$ cat src/rtl/frame_loader.sv
// frame_loader: accepts an RGB pixel stream over a valid/ready handshake, applies a global
// brightness scale, reorders to GRB and writes each pixel into the shared frame-buffer BRAM.
// After a frame's last pixel the pixel count is written to word 0.
//
// Ports:
//   clk, reset            clock (rising edge), asynchronous active-high reset
//   s_tdata/s_tvalid/     pixel stream, R[23:16] G[15:8] B[7:0], s_tlast marks the last pixel
//   s_tready/s_tlast
//   brightness            global scale, sampled on each accepted beat
//   addr/din/en/web       registered BRAM write port
//   frame_done            one-cycle pulse coincident with the count write
//   overflow              current/last frame exceeded MAX_PIXELS
module frame_loader #(
  parameter int unsigned ADDR_WIDTH   = 32,
  parameter int unsigned PIXEL_OFFSET = 4,
  parameter int unsigned MAX_PIXELS   = 1024
) (
  input  logic                  clk,
  input  logic                  reset,
  input  logic [23:0]           s_tdata,
  input  logic                  s_tvalid,
  output logic                  s_tready,
  input  logic                  s_tlast,
  input  logic [7:0]            brightness,
  output logic [ADDR_WIDTH-1:0] addr,
  output logic [ADDR_WIDTH-1:0] din,
  output logic                  en,
  output logic [3:0]            web,
  output logic                  frame_done,
  output logic                  overflow
);

  localparam int unsigned IdxW = $clog2(MAX_PIXELS + 1);
  localparam logic [IdxW-1:0] MaxIdx = IdxW'(MAX_PIXELS);

  typedef enum logic [1:0] {StAccept, StCommit, StDone} state_e;

  state_e                state_q, state_d;
  logic [IdxW-1:0]       idx_q, idx_d;
  logic [ADDR_WIDTH-1:0] addr_q, addr_d;
  logic [ADDR_WIDTH-1:0] din_q, din_d;
  logic                  en_q, en_d;
  logic [3:0]            web_q, web_d;
  logic                  frame_done_q, frame_done_d;
  logic                  overflow_q, overflow_d;

  logic       hs;
  logic [8:0] gain;
  logic [7:0] r_s, g_s, b_s;

  // c * (brightness + 1) >> 8: brightness 255 is identity, 0 is black.
  function automatic logic [7:0] scale(input logic [7:0] c, input logic [8:0] k);
    logic [16:0] p;
    p = {9'b0, c} * {8'b0, k};
    return p[15:8];
  endfunction

  assign s_tready = (state_q == StAccept) && !reset;
  assign hs       = s_tvalid && s_tready;
  assign gain     = {1'b0, brightness} + 9'd1;
  assign r_s      = scale(s_tdata[23:16], gain);
  assign g_s      = scale(s_tdata[15:8], gain);
  assign b_s      = scale(s_tdata[7:0], gain);

  always_comb begin
    state_d      = state_q;
    idx_d        = idx_q;
    addr_d       = addr_q;
    din_d        = din_q;
    en_d         = 1'b0;
    web_d        = 4'h0;
    frame_done_d = 1'b0;
    overflow_d   = overflow_q;
    unique case (state_q)
      StAccept: begin
        if (hs) begin
          // First beat of a frame clears the previous frame's overflow flag.
          if (idx_q == '0) overflow_d = 1'b0;
          if (idx_q < MaxIdx) begin
            addr_d = ADDR_WIDTH'(PIXEL_OFFSET) * (ADDR_WIDTH'(idx_q) + ADDR_WIDTH'(1));
            din_d  = ADDR_WIDTH'({g_s, r_s, b_s});
            en_d   = 1'b1;
            web_d  = 4'hF;
            idx_d  = idx_q + 1'b1;
          end else begin
            overflow_d = 1'b1;
          end
          if (s_tlast) state_d = StCommit;
        end
      end
      StCommit: begin
        // idx saturates at MAX_PIXELS, so it already is min(idx, MAX_PIXELS).
        addr_d       = '0;
        din_d        = ADDR_WIDTH'(idx_q);
        en_d         = 1'b1;
        web_d        = 4'hF;
        frame_done_d = 1'b1;
        state_d      = StDone;
      end
      StDone: begin
        idx_d   = '0;
        state_d = StAccept;
      end
      default: state_d = StAccept;
    endcase
  end

  always_ff @(posedge clk or posedge reset) begin
    if (reset) begin
      state_q      <= StAccept;
      idx_q        <= '0;
      addr_q       <= '0;
      din_q        <= '0;
      en_q         <= 1'b0;
      web_q        <= 4'h0;
      frame_done_q <= 1'b0;
      overflow_q   <= 1'b0;
    end else begin
      state_q      <= state_d;
      idx_q        <= idx_d;
      addr_q       <= addr_d;
      din_q        <= din_d;
      en_q         <= en_d;
      web_q        <= web_d;
      frame_done_q <= frame_done_d;
      overflow_q   <= overflow_d;
    end
  end

  assign addr       = addr_q;
  assign din        = din_q;
  assign en         = en_q;
  assign web        = web_q;
  assign frame_done = frame_done_q;
  assign overflow   = overflow_q;

endmodule
$ cat config.mk
export PLATFORM = sky130hd
export DESIGN_NAME = frame_loader
export DESIGN_NICKNAME = d
export VERILOG_FILES = /design/src/rtl/frame_loader.sv
export SDC_FILE = /design/constraint.sdc
export NUM_CORES = 1
export LEC_CHECK = 0
export ABC_CLOCK_PERIOD_IN_PS = 2200
export BUFFER_PORTS_ARGS = -buffer_cell sky130_fd_sc_hd__buf_2
export CORE_ASPECT_RATIO = 0.75
export CORE_MARGIN = 1
export CORE_UTILIZATION = 50
export CTS_CLUSTER_DIAMETER = 80
export DETAILED_ROUTE_END_ITERATION = 6
export GPL_TIMING_DRIVEN = 0
export HOLD_SLACK_MARGIN = 0.05
export PLACE_DENSITY = 0.7
export SYNTH_ARGS = -nofsm -noshare
export SYNTH_HDL_FRONTEND = slang
export SYNTH_SLANG_ARGS = --single-unit
$ cat constraint.sdc
create_clock -name clk -period 2.2 [get_ports clk]
set_input_delay 0.11 -clock clk [delete_from_list [all_inputs] [get_ports clk]]
set_output_delay 0.11 -clock clk [all_outputs]
set_load 0.02 [all_outputs]
==> key figures, run 1 <==
Run status
  – Status: finished with violations
  – Failing checks: negative setup slack

Setup path
  – Reg-to-reg startpoint: state_q[1]
  – Worst endpoint required time: 2.36 ns
  – Slowest-stage cell, CP: fa_1
  – Buf/Inv on CP: 6
  – Worst setup path startpoint: brightness[0]
  – WP depth: 22
  – WS Path Type: input port to flip-flop
  – Crit path cell chain: buf_12, ha_4, nand2_4, nor2_4, xor2_4, buf_8, buf_6, buf_4, and2_4, fa_1, fa_1, fa_1, inv_1, fa_1, inv_2, ha_4, a21oi_2, o21a_1, nor2_2, a2111oi_4, xnor2_1, o21ai_1
  – Reg2Reg Setup Slack: 0.03 ns
  – Delay-heaviest family, CP: adder cells
  – CP arrival: 4.59 ns
  – CP max FO: 5
  – Max stage delay on crit path: 0.53 ns
  – Critical Path End: din[23]
  – Reg2Reg Depth: 7
  – CP Capture Type: flip-flop
  – Reg2reg end: din[15]
  – Crit path launch type: input port
  – Most common cell on crit path: fa_1

Route
  – Residual DRC: 0
  – Vias: 7397
  – Drt wl/cell: 16.96 µm
  – Final WL: 23.67 mm
  – Initial DRC count: 432
  – Routed vias/inst: 5.299
  – DRT Pass-1 Iters: 5
  – Final ANT Viol Nets: 0

GRT
  – Congestion Overflow GR: 0
  – GR Util All Layers: 0.2688
  – Number of global-route vias before repair: 7508
  – First-pass GRT wire length: 38.06 mm
  – Initial antenna violation count: 0
  – Largest net degree at the start of global routing: 28

Layout
  – Final Core Density: 0.6689
  – Layout Area Growth over Synthesis: 29.05%
  – Post-route insts no fill: 1396
  – # diodes: 0
  – Layout cells sized above 1: 0.2879
  – Final net count: 1414

Timing
  – Worst slew margin: 0.4779
  – Endpoints failing setup: 24
  – Min Tclk post-route: 4.431 ns
  – Final slew viol count: 0
  – Hold Slack: 0.05121 ns
  – Setup TNS: -49.85 ns
  – Worst Tran Pin Value: 0.7816 ns
  – Fin. Hold Viols: 0
  – FMAX: 225.7 MHz
  – Unrepaired setup endpoints after global routing: true
  – Final worst-path cycle share: 2.014
  – Setup skew after layout: 0.007854 ns
  – Worst setup margin: -2.231 ns

Job
  – Number of max-cap violations: 0

Place
  – Gpl congestion: 0.8592
  – PortBufs: 79
  – Dpl hpwl: 17.90 mm
  – Setup WS pre-CTS: -2.859 ns
  – Post-Place Cells: 1328

CTS
  – Clock-pin slew on the worst setup and hold paths: 0.07 ns
  – TritonCTS Sinks: 52
  – Clock Latency Late Sink: 0.30 ns
  – CTS root buf: clkbuf_16
  – CTS H-tree lvls: 2
  – CTS tree: yes
  – Clock buffer depth: 2
  – Total CTS buffers: 5

Synth
  – Mapped Cells: 985
  – Avg Inst Size Synth: 8.990 µm²
  – Asr flop ratio synth: 1.000
  – Top_reg_cell synth: dfrtp_1
  – Sequential area share after synthesis: 0.1470
  – Post-synth design cell area: 8855 µm²
  – Yosys warns: 0
  – Seq cells post-synth: 52
  – Number of synthesized flops with an enable pin: 0
  – Distinct cells, synth: 54

Die
  – Die Ht: 117.3 µm
  – Initial core utilization: 0.5183
  – Row cnt: 41
  – Die area: 18250 µm²
  – IO Pins: 108
  – Die X: 155.7 µm
  – Area of the core: 17080 µm²

Pwr
  – VDD IR max: 1.092 mV
  – Static leakage: 5.815 nW
  – Power per cell area: 913.2 nW/µm²

Worst hold path
  – Worst hold path type: input port to flip-flop
[placed cells by master, fill, tap and decap left out, types with 5 or more instances in the layout]
cell type	netlist	layout
a21o_1	14	14
a21oi_1	17	8
a21oi_2	1	7
a22oi_1	5	5
a31oi_4	0	5
and2_1	150	131
and2_4	0	19
and3_1	8	8
buf_12	0	8
buf_2	2	76
buf_4	32	73
buf_6	0	16
buf_8	0	8
clkbuf_1	28	10
clkbuf_16	0	6
conb_1	1	28
dfrtp_1	52	52
fa_1	120	113
fa_2	0	7
ha_1	99	82
ha_2	0	5
ha_4	0	12
inv_1	152	138
inv_2	0	14
nand2_1	82	75
nand2b_1	5	5
nand3_1	14	10
nor2_1	18	13
nor2b_1	16	16
nor3_1	10	5
o21ai_0	49	26
o21ai_1	0	17
xnor2_1	27	19
xnor2_2	0	5
xor2_1	14	8
[sequential cells by signal, summed over array words and instances (netlist names)]
signal and flops:
frame_done 1, web 1, din 24, overflow 1, addr 12, idx_q 11
state_q 2
[timing repair]
item                       in CTS  in global routing
resized for setup             101                 66
cloned                          0                  0
setup endpoints to repair      24                 47
setup buffers                  45                 17
hold endpoints to repair       25                  0
pin swaps                      76                 40
hold buffers                    1                  0
[per-stage QoR]
step / total power, mW / area (µm²)
3_5_place_dp: 7.900 / 10100
5_1_grt: 11.38 / 11430
2_1_floorplan: 6.250 / 9394
4_1_cts: 9.723 / 11040
3_3_place_gp: 7.742 / 10080
6_report: 10.44 / 11430
[final cells by class]
type                    instances  area (µm²)
fillers                      1371        5655
repair buffers                141        1044
clock buffers                   5       125.1
plain buffers                  64       519.2
inverters                     153       574.3
well taps                     236       295.3
clock inverters                 3       22.52
flip-flops and latches         52        1301
multi-input cells             742        7546
[Yosys cell counts, types with 8 or more instances]
master | count | area [µm²]
nor2_1 | 18 | 67.56
clkbuf_1 | 28 | 105.1
a21o_1 | 14 | 105.1
dfrtp_1 | 52 | 1301
nand3_1 | 14 | 70.07
and3_1 | 8 | 50.05
a21oi_1 | 17 | 85.08
fa_1 | 120 | 2402
nor3_1 | 10 | 50.05
buf_4 | 32 | 240.2
inv_1 | 152 | 570.6
and2_1 | 150 | 938.4
xor2_1 | 14 | 122.6
nor2b_1 | 16 | 100.1
nand2_1 | 82 | 307.8
xnor2_1 | 27 | 236.5
o21ai_0 | 49 | 245.2
ha_1 | 99 | 1239
[logic make-up (layout without fill, tap and decap cells)]
kind of cell	after synthesis	after routing	synth area share
AOI/OAI and AO/OA	123	123	0.08874
muxes	2	2	0.002261
buffers and inverters	218	366	0.1063
xor gates and xnor gates	41	41	0.04055
DFF	52	52	0.1470
adders and majority gates	219	219	0.4112
and+or+nand+nor	329	329	0.2036
other	1	28	0.0004235
[power by group]
group	leakage, nW	total (mW)	switching (mW)	internal [mW]
Combinational	5.06	8.23	4.45	3.78
Sequential	0.684	1.41	0.199	1.21
Clock	0.0742	0.801	0.375	0.427
[metal layers]
| metal | vias up | track usage | routed length [µm] |
|---|---|---|---|
| met5 | - | 0 | 0 |
| met4 | 0 | 0.03791 | 284 |
| met3 | 22 | 0.04161 | 1556 |
| met2 | 256 | 0.4475 | 11020 |
| met1 | 3696 | 0.3813 | 10810 |
| li1 | 3423 | - | - |
[worst min-delay path by stage]
| stage | from | endpoint | slack [ns] | cells after the start |
|---|---|---|---|---|
| final | s_tlast | state_q[0] | 0.05 | 2 |
| after CTS | s_tlast | state_q[0] | 0.05 | 2 |
| after global routing | s_tlast | state_q[0] | 0.06 | 2 |
| after detailed placement | reset | state_q[0] | 0.22 | 2 |
| after global placement | s_tlast | state_q[0] | 0.36 | 2 |
| after floorplan | s_tvalid | state_q[0] | 0.26 | 1 |
(Power assumes the default switching activity.)
==> inputs of run 2 (changes only) <==
==> constraint.sdc (replaced) <==
create_clock -name clk -period 2.2 [get_ports clk]
set_input_delay 0.44 -clock clk [delete_from_list [all_inputs] [get_ports clk]]
set_output_delay 0.44 -clock clk [all_outputs]
set_load 0.02 [all_outputs]
==> run 2 against run 1 <==
  * The run still ends with negative setup slack left
  * First-iteration DRC count is 0.69% higher
  * Sequential cell count stayed put
  * Clock power down 0.6%
  * Critical path type unchanged
  * Register-to-register slack barely moved
  * Cell count hardly changed
  * Highest routed layer unchanged
  * Critical endpoint unchanged
  * Routed wire length barely moved
  * Die area unchanged
  * Largest power group unchanged
  * Clock skew barely moved
==> key figures, run 2 (synthesized netlist as in run 1, its figures left out) <==
Setup path
  – Reg2Reg Setup Slack: 0.04 ns
  – WS Path Type: input port to flip-flop
  – Crit path launch type: input port
  – CP arrival: 4.91 ns
  – CP max FO: 5
  – Reg2Reg Depth: 7
  – CP Capture Type: flip-flop
  – Reg2reg end: din[15]
  – Reg-to-reg startpoint: state_q[1]
  – Worst endpoint required time: 2.36 ns

Timing
  – FMAX: 210.1 MHz
  – Endpoints failing setup: 24
  – Fin. Hold Viols: 0
  – Hold Slack: 0.2276 ns
  – Unrepaired setup endpoints after global routing: true
  – Worst setup margin: -2.559 ns
  – Setup skew after layout: 0.007737 ns
  – Worst slew margin: 0.4772
  – Final slew viol count: 0
  – Setup TNS: -57.76 ns
  – Worst Tran Pin Value: 0.7826 ns
  – Min Tclk post-route: 4.759 ns
  – Final worst-path cycle share: 2.163

CTS
  – CTS H-tree lvls: 2
  – Clock-pin slew on the worst setup and hold paths: 0.07 ns
  – TritonCTS Sinks: 52
  – Clock buffer depth: 2
  – Clock Latency Late Sink: 0.30 ns
  – Total CTS buffers: 5
  – CTS tree: yes
  – CTS root buf: clkbuf_16

Pwr
  – Power per cell area: 912.9 nW/µm²
  – Share of power burned in registers: 0.135
  – Static leakage: 5.811 nW
  – P_sw: 5.008 mW
  – Pint: 5.415 mW
  – Total chip power: 10.42 mW
  – Sw Share: 0.4805
  – Clock share of power: 0.076
  – VDD IR max: 1.092 mV
  – Combinational share of power: 0.789

Die
  – Area of the core: 17080 µm²
  – Die Ht: 117.3 µm
  – Die area: 18250 µm²
  – IO Pins: 108
  – Initial core utilization: 0.5183
  – Die X: 155.7 µm
  – Row cnt: 41

Route
  – DRT Pass-1 Iters: 5
  – Initial DRC count: 435
  – Final ANT Viol Nets: 0
  – Drt wl/cell: 16.95 µm
  – Routed vias/inst: 5.286
  – Vias: 7374
  – Residual DRC: 0
  – Final WL: 23.65 mm

Place
  – Gpl congestion: 0.8592
  – Post-Place Cells: 1328
  – Dpl hpwl: 17.90 mm
  – PortBufs: 79

GRT
  – GR Util All Layers: 0.2688
  – Initial antenna violation count: 0
  – Largest net degree at the start of global routing: 28
  – First-pass GRT wire length: 38.06 mm
  – Number of global-route vias before repair: 7508
  – Congestion Overflow GR: 0

Layout
  – # diodes: 0
  – Layout Area Growth over Synthesis: 28.94%
  – Most common cell after layout, fill and taps aside: inv_1
  – Multi-input logic area: 7546 µm²
  – Post-route insts no fill: 1395
  – Max reg flops: 24
  – Final net count: 1413
  – Register area: 1301 µm²
  – Final Core Density: 0.6684
  – Most frequent cells in the layout: inv_1, and2_1, fa_1, ha_1, buf_2
  – Layout cells sized above 1: 0.2882
  – # fillers: 1374

Run status
  – Failing checks: negative setup slack
  – Status: finished with violations

Worst hold path
  – Worst hold path type: input port to asynchronous set/reset pin

Job
  – Number of max-cap violations: 0
## run 2: changes by cell type in the layout (fill, tap and decap cells not counted)
cell           before  now
dlygate4sd3_1       1    0
## run 2: worst max-delay path by stage
stage	startpoint	end	slack (ns)	cells after the start
after floorplan	brightness[1]	din[6]	-2.43	19
after global placement	brightness[2]	din[14]	-3.15	19
after detailed placement	brightness[2]	din[14]	-3.19	19
after CTS	brightness[0]	din[3]	-2.49	20
after global routing	brightness[0]	din[14]	-2.71	19
final	brightness[0]	din[23]	-2.56	22
## run 2: stage by stage
step | setup WS, ns | cell area, µm²
global route | -2.711 | 11420
finish | -2.559 | 11420
global placement | -3.150 | 10080
CTS | -2.488 | 11030
detailed placement | -3.189 | 10100
floorplan | -2.433 | 9394
## run 2: worst max-delay path, stage by stage
cell,delay (ns)
buf_12,0.09
ha_4,0.18
nand2_4,0.08
nor2_4,0.15
xor2_4,0.26
buf_8,0.15
buf_6,0.10
buf_4,0.10
and2_4,0.13
fa_1,0.41
fa_1,0.48
fa_1,0.53
inv_1,0.05
fa_1,0.50
inv_2,0.05
ha_4,0.23
a21oi_2,0.11
o21a_1,0.21
nor2_2,0.07
a2111oi_4,0.34
xnor2_1,0.16
o21ai_1,0.08
## run 2: power by group through the flow
stage | clock network [mW] | registers (mW) | logic [mW]
floorplan | 0 | 1.64 | 4.61
global placement | 0 | 1.41 | 6.33
detailed placement | 0 | 1.41 | 6.49
CTS | 0.804 | 1.40 | 7.52
global route | 0.839 | 1.43 | 9.11
finish | 0.796 | 1.41 | 8.22
## run 2: timing repair
action                                  CTS  global route
pin swaps                                76            40
endpoints found under the setup margin   24            47
cloned                                    0             0
hold buffers                              0             0
hold endpoints to repair                  0             0
resized for setup                       101            66
buffers inserted                         45            17
## run 2: layout make-up
| cell class | count | area share |
|---|---|---|
| Tap cell | 236 | 0.02586 |
| Clock inverter | 3 | 0.001973 |
| Clock buffer | 5 | 0.01096 |
| Timing Repair Buffer | 140 | 0.09052 |
| Sequential cell | 52 | 0.1140 |
| Multi-Input combinational cell | 742 | 0.6609 |
| Buffer | 64 | 0.04548 |
| Inverter | 153 | 0.05030 |
## run 2: per-layer routing
layer / global-route usage / wire length (µm) / vias to the layer above
met5: 0 / 0 / -
met4: 0.03791 / 289 / 0
met3: 0.04161 / 1497 / 24
met2: 0.4475 / 10980 / 245
met1: 0.3813 / 10890 / 3681
li1: - / - / 3424
==> inputs of run 3 (changes only) <==
SETUP_SLACK_MARGIN = 0.5   (was not set)
==> run 3 against run 2 <==
  * The flow still finishes with violations (negative setup slack)
  * Clock power is 24% higher
  * Cell count rose by 2.2%
  * Register-to-register slack improved by 0.18 ns
  * Utilization grew 3.4 points
  * Sequential cell count is the same
  * Via count is 1.2% higher
  * Critical path type unchanged
  * Critical endpoint is now din[3]
  * Largest power group unchanged
==> key figures, run 3 (synthesized netlist as in run 1, its figures left out) <==
Run status
  – Status: finished with violations
  – Failing checks: negative setup slack

Layout
  – Final Core Density: 0.7022
  – Design area: 12000 µm²
  – Layout Area Growth over Synthesis: 35.47%
  – Layout cells sized above 1: 0.3389
  – # fillers: 1273
  – Most frequent cells in the layout: inv_1, and2_1, fa_1, buf_4, ha_1
  – # diodes: 0
  – Max reg flops: 24
  – Final net count: 1444
  – Most common cell after layout, fill and taps aside: inv_1

Place
  – Dpl hpwl: 18.05 mm
  – Setup WS pre-CTS: -3.234 ns
  – Gpl congestion: 0.8570
  – PortBufs: 79
  – Placed Area: 10150 µm²

GRT
  – Congestion Overflow GR: 0
  – GR Util All Layers: 0.2792
  – Largest net degree at the start of global routing: 29
  – First-pass GRT wire length: 39.13 mm
  – Initial antenna violation count: 0
  – Number of global-route vias before repair: 7604

Die
  – Initial core utilization: 0.5183
  – Die Ht: 117.3 µm
  – Area of the core: 17080 µm²
  – IO Pins: 108
  – Die X: 155.7 µm
  – Row cnt: 41
  – Die area: 18250 µm²

CTS
  – TritonCTS Sinks: 52
  – CTS tree: yes
  – Clock buffer depth: 2
  – Total CTS buffers: 5
  – CTS root buf: clkbuf_16
  – Clock-pin slew on the worst setup and hold paths: 0.07 ns
  – Clock Latency Late Sink: 0.30 ns
  – CTS H-tree lvls: 2
  – CTS Hold Buffers Added: 0

Route
  – Vias: 7462
  – DRT Pass-1 Iters: 6
  – Routed vias/inst: 5.236
  – Drt wl/cell: 17.56 µm
  – Initial DRC count: 477
  – Final ANT Viol Nets: 0
  – Final WL: 25.02 mm
  – Residual DRC: 0

Pwr
  – Static leakage: 6.086 nW
  – VDD IR max: 1.056 mV
  – Power per cell area: 939.2 nW/µm²

Worst hold path
  – Worst hold path type: input port to asynchronous set/reset pin

Timing
  – Min Tclk post-route: 4.689 ns
  – Final slew viol count: 0
  – Worst setup margin: -2.489 ns
  – Fin. Hold Viols: 0
  – Endpoints failing setup: 24
  – Worst slew margin: 0.4829
  – Setup skew after layout: 0.008547 ns
  – Final worst-path cycle share: 2.131
  – FMAX: 213.3 MHz
  – Hold Slack: 0.2237 ns
  – Setup TNS: -57.01 ns
  – Unrepaired setup endpoints after global routing: true
  – Worst Tran Pin Value: 0.7741 ns

Setup path
  – Worst endpoint required time: 2.38 ns
  – CP Capture Type: flip-flop
  – Max stage delay on crit path: 0.49 ns
  – Crit path launch type: input port
  – CP arrival: 4.87 ns
  – Slowest-stage cell, CP: fa_1
  – Most common cell on crit path: fa_1
  – CP max FO: 9
  – Reg2Reg Setup Slack: 0.22 ns
  – Crit path cell chain: buf_6, nand3_4, nor2_4, xor2_4, buf_6, buf_8, and2_4, fa_1, fa_1, fa_1, inv_1, fa_1, inv_2, ha_4, a21o_1, a21o_1, a41o_4, a21oi_4, mux2i_1, nand2_1
  – WS Path Type: input port to flip-flop

Job
  – Number of max-cap violations: 0
==> run 3: critical path: cells and delay by family <==
kind,cells,cell delay [ns]
adder cells (fa/ha/maj),5,2.10
AO/OA/AOI/OAI,4,0.85
AND/OR/NAND/NOR,4,0.53
buffers and inverters,5,0.46
multiplexers,1,0.24
XOR/XNOR,1,0.23
==> run 3: where the power goes <==
part | total [mW] | internal (mW) | switching [mW]
Sequential | 1.41 | 1.21 | 0.202
Combinational | 8.87 | 4.20 | 4.67
Clock | 0.986 | 0.645 | 0.340
==> run 3: what timing repair did <==
action                                  4_1_cts  5_1_grt
setup buffers                                57       30
endpoints found under the setup margin       48       39
gates resized for setup                     143       90
cloned                                        1        2
pin swaps                                    80       78
==> run 3: layer usage <==
layer | global-route usage | vias up | wire, µm
li1 | - | 3481 | -
met1 | 0.3903 | 3736 | 11310
met2 | 0.4643 | 231 | 11770
met3 | 0.05302 | 14 | 1750
met4 | 0.03922 | 0 | 200
met5 | 0 | - | 0
==> run 3: path summary, 6_finish.rpt <==
path,start,end,cells after the start
max in group asynchronous,reset,idx_q[0],3
max,brightness[4],din[3],20
min reg2reg,addr[8],addr[8],2
min in group clk,s_tlast,state_q[0],2
min,reset,din[23],2
max reg2reg,state_q[1],din[4],5
==> run 3: layout make-up <==
| class | instances | area, µm² | share of cell area |
|---|---|---|---|
| Inverter | 153 | 574.3 | 0.04788 |
| Multi-Input combinational cell | 742 | 7730 | 0.6444 |
| Buffer | 65 | 626.9 | 0.05226 |
| Sequential cell | 52 | 1304 | 0.1087 |
| Clock buffer | 5 | 125.1 | 0.01043 |
| Clock inverter | 2 | 60.06 | 0.005007 |
| Timing Repair Buffer | 170 | 1280 | 0.1067 |
| Tap cell | 236 | 295.3 | 0.02462 |
==> run 3: per-stage QoR <==
stage	power [mW]	instances
floorplan	6.268	1012
global placement	7.754	1327
detailed placement	7.902	1328
CTS	10.36	1393
global route	12.24	1425
finish	11.27	1425
